### config.mk
export PLATFORM = sky130hd
export DESIGN_NAME = arm_register_bank
export DESIGN_NICKNAME = d
export VERILOG_FILES = /design/src/rtl/arm_register_bank.sv
export SDC_FILE = /design/constraint.sdc
export NUM_CORES = 1
export LEC_CHECK = 0
export ABC_AREA = 1
export CORE_UTILIZATION = 61
export CTS_CLUSTER_DIAMETER = 50
export DETAILED_ROUTE_END_ITERATION = 8
export GPL_TIMING_DRIVEN = 0
export PLACE_DENSITY_LB_ADDON = 0.15
export SYNTH_ARGS = -nofsm -noshare
export SYNTH_HDL_FRONTEND = slang
export SYNTH_SLANG_ARGS = --single-unit
### constraint.sdc
create_clock -name clk -period 3.4 [get_ports clk]
set_clock_uncertainty 0.1 [all_clocks]
set_input_delay 0.51 -clock clk [delete_from_list [all_inputs] [get_ports clk]]
set_output_delay 0.51 -clock clk [all_outputs]
set_load 0.005 [all_outputs]
### src/rtl/arm_register_bank.sv
// arm_register_bank
//   ARM-style general-purpose register file. The top address (15 for the
//   default ADDR_W) holds no storage. Reads of that address return the
//   externally supplied R15 value (PC+8). Every other address is a
//   DATA_W-bit register.
//
// Ports
//   clk  in   rising-edge clock
//   rst  in   synchronous reset, active-high; clears R0-R14 and wins over WE3
//   A1   in   read port 1 address
//   A2   in   read port 2 address
//   A3   in   write address
//   WE3  in   write enable for port 3
//   WD3  in   write data
//   R15  in   value returned for reads of the top address
//   RD1  out  combinational read data for A1
//   RD2  out  combinational read data for A2
module arm_register_bank #(
  parameter int DATA_W = 32,
  parameter int ADDR_W = 4
) (
  input  logic              clk,
  input  logic              rst,
  input  logic [ADDR_W-1:0] A1,
  input  logic [ADDR_W-1:0] A2,
  input  logic [ADDR_W-1:0] A3,
  input  logic              WE3,
  input  logic [DATA_W-1:0] WD3,
  input  logic [DATA_W-1:0] R15,
  output logic [DATA_W-1:0] RD1,
  output logic [DATA_W-1:0] RD2
);

  localparam int                NREGS   = (1 << ADDR_W) - 1;
  localparam logic [ADDR_W-1:0] PC_ADDR = {ADDR_W{1'b1}};

  // Physical storage covers only the addresses below PC_ADDR.
  logic [DATA_W-1:0] regs [NREGS];

  always_ff @(posedge clk) begin
    if (rst) begin
      for (int i = 0; i < NREGS; i++) begin
        regs[i] <= '0;
      end
    end else if (WE3 && (A3 != PC_ADDR)) begin
      regs[A3] <= WD3;
    end
  end

  // There is no write-through bypass. A write issued this cycle shows up
  // on the read ports only after the clock edge.
  always_comb begin
    RD1 = '0;
    RD2 = '0;
    if (A1 == PC_ADDR) RD1 = R15;
    else               RD1 = regs[A1];
    if (A2 == PC_ADDR) RD2 = R15;
    else               RD2 = regs[A2];
  end

endmodule

==> metrics.md <==
| Metric | Value |
|---|---|
| Status | `complete, but fails checks` |
| Failing checks | `setup timing` |
| Final Non-Filler Cells | `roughly 4800` |
| Clock sinks | `512` |
| Die area | `0.04904 mm^2` |
| Final GP Congestion | `0.9979` |
| Max capacitance violation total | `0` |
| Setup TNS | `-0.02222 ns` |
| Worst hold path depth | `1` |
| CTS Hold Bufs | `0` |
| Leading cell type in the layout, fill and taps excluded | `nand2_1` |
| Area leader, netlist | `edfxtp_1` |
| Combinational Power Share | `approximately 15%` |
| Initial core utilization | `61.65%` |
| Hold WS | `0.3507 ns` |
| 1st-iter DRT viols | `4666` |
| Dpl hpwl | `78210 um` |
| Static Leak | `between 15 and 20 nW` |
| Crit Path Category | `input pin to output pin` |
| GRT Total Usage | `42.57%` |
| Clock Power Share | `40.1%` |
| Core footprint | `between 0.04 and 0.05 mm^2` |
| Placed Area | `0.03169 mm^2` |
| Fmax achieved | `0.2922 GHz` |
| Final Max Slew Viols | `0` |
| Critical path endpoint category | `output pin` |
| Initial antenna violation count | `0` |
| Peak VDD IR | `between 0.0004 and 0.0005 V` |
| Nets | `4243` |
| Syn Area/Cell | `7.473 um^2` |
| Mapped Cells | `between 3000 and 4000` |
| Arrival time worst endpoint | `2.81 ns` |
| Min Tclk post-route | `between 3 and 4 ns` |
| Top reg by flops | `regs` |
| Critical-path maximum fanout | `10` |
| CP required | `approximately 2.8 ns` |
| IO buf count | `137` |
| Global-route wire length before repair | `between 150000 and 200000 um` |
| Internal power | `12.07 mW` |
| Vias in the first global route | `approximately 26000` |
| Ys Warns | `0` |
| Share of the synthesized area in the top cell type | `52.34%` |
| Vias post-DR | `27770` |
| Placed insts | `4716` |
| Largest net degree at the start of global routing | `33` |
| Fillers | `~3900` |
| CTS max path bufs | `3` |
| Die Y | `between 200 and 250 um` |
| Largest cells by area after synthesis | `edfxtp_1 52%, nand2_1 17%, nand3_1 10%, nor2_1 7.4%, inv_1 6.3%` |
| # diodes | `0` |
| Switching share of power | `27.65%` |
| Worst Tran Pin Value | `1.298 ns` |
| Cell Area, Synth | `0.02937 mm^2` |
| # H-tree levels | `2` |
| CTS Buf Count | `58` |
| Max reg flops | `~500` |
| Final cycle utilization of the critical path | `100.7%` |
| First drt pass iteration count | `7` |
| Yosys cell types | `18` |
| Synthesized flop and latch total | `512` |
| Final WS setup | `-0.02222 ns` |
| Net load switching power | `4.611 mW` |
| Clk slew on worst S/H paths | `0.06 ns` |
| # rows | `80` |
| Final setup viols | `1` |
| PD cells | `490.7 mW/mm^2` |
| CTS tree | `done` |
| P&R area growth vs syn | `15.70%` |
| Reg power frac | `around 45%` |
| RSZ-0062 raised after global routing | `false` |
| CTS Root Cell | `clkbuf_16` |
| ANT nets after route | `0` |
| Tot Pwr | `between 15 and 20 mW` |
| Hold crit path type | `input pin to flop` |
| Worst setup SP type | `input pin` |
| Overflow after GRT | `0` |
| Wire per inst | `21.74 um` |
| Total Wirelength | `104900 um` |
| # IOs | `143` |
| Most frequent cells in the layout | `1302 x nand2_1, 608 x nand3_1, 581 x nor2_1` |
| Slew HR | `between 10% and 20%` |
| Chip width | `around 220 um` |
| Avg Vias per Cell | `5.754` |
| Non-Filler Cell Area, Final | `0.03399 mm^2` |
| Residual DRC | `0` |
| Setup Slack @ Placement | `-0.6405 ns` |
| Top flop regs | `regs x512` |
| Sequential area share after synthesis | `52.34%` |
| Share of layout cells above drive strength 1 | `8.050%` |
| Final hold vios | `0` |
| Final Util | `71.33%` |
## logic make-up after synthesis
| group | Yosys count | share of synthesized area (%) |
|---|---|---|
| simple gates | 2514 | 34.77 |
| compound gates | 129 | 2.202 |
| flops | 512 | 52.34 |
| buf+inv | 775 | 10.67 |
| other cells | 1 | 0.01277 |
## critical path, cell delays in order
cell and delay, ns:
buf_4 0.19, inv_2 0.19, buf_4 0.29, clkbuf_4 0.31
nand3_1 0.12, nand3_1 0.16, nand3_1 0.20, a21oi_1 0.28
clkdlybuf4s50_1 0.55
## layer usage
| layer | share of wire (%) | track usage (%) | vias to the layer above |
|---|---|---|---|
| li1 | - | - | 12801 |
| met1 | 37 | 59.81 | 12643 |
| met2 | 43 | 63.77 | 2033 |
| met3 | 16 | 10.18 | 291 |
| met4 | 4.4 | 17.36 | 2 |
| met5 | 0.039 | 0 | - |
## cells in the mapped netlist
cell type	number
buf_4	10
nand2_2	1
inv_1	490
o21ai_0	31
nand3_1	611
o21ai_1	1
buf_2	150
buf_1	26
clkbuf_1	91
nor2_1	583
nor2_2	2
a31oi_1	1
nand3_2	1
nand2_1	1316
inv_2	8
conb_1	1
edfxtp_1	512
a21oi_1	96
## power groups by stage
stage               clock [mW]  sequential, mW  combinational [mW]
finish                    6.69            7.43                2.56
global route              6.85            7.46                2.73
CTS                       6.62            7.43                2.45
detailed placement           0            7.56                2.39
global placement             0            7.55                2.37
floorplan                    0            7.53                1.37
## worst paths after layout
check / startpoint / endpoint / slack [ns]
max: A2[1] / RD2[24] / -0.02
min: WD3[19] / regs[15][19]$_DFFE_PP_ / 0.35
## final cells by class
| cell class | instances | area [um^2] | share of cell area, % |
|---|---|---|---|
| sequential | 512 | 15370 | 45.24 |
| multi-input combinational | 2675 | 11170 | 32.88 |
| inverter | 498 | 1877 | 5.522 |
| clock buffer | 66 | 1545 | 4.547 |
| timing repair buffer | 142 | 1430 | 4.208 |
| buffer | 277 | 1360 | 4.002 |
| tap | 615 | 769.5 | 2.264 |
| clock inverter | 41 | 454.2 | 1.336 |
## what timing repair did
item,in CTS,in global routing
pin swaps,3,1
gates resized for setup,70,27
setup endpoints to repair,64,44
buffers inserted,2,1
cloned,0,0
hold endpoints to repair,0,0
No activity file was read; power rests on OpenSTA's default activity.
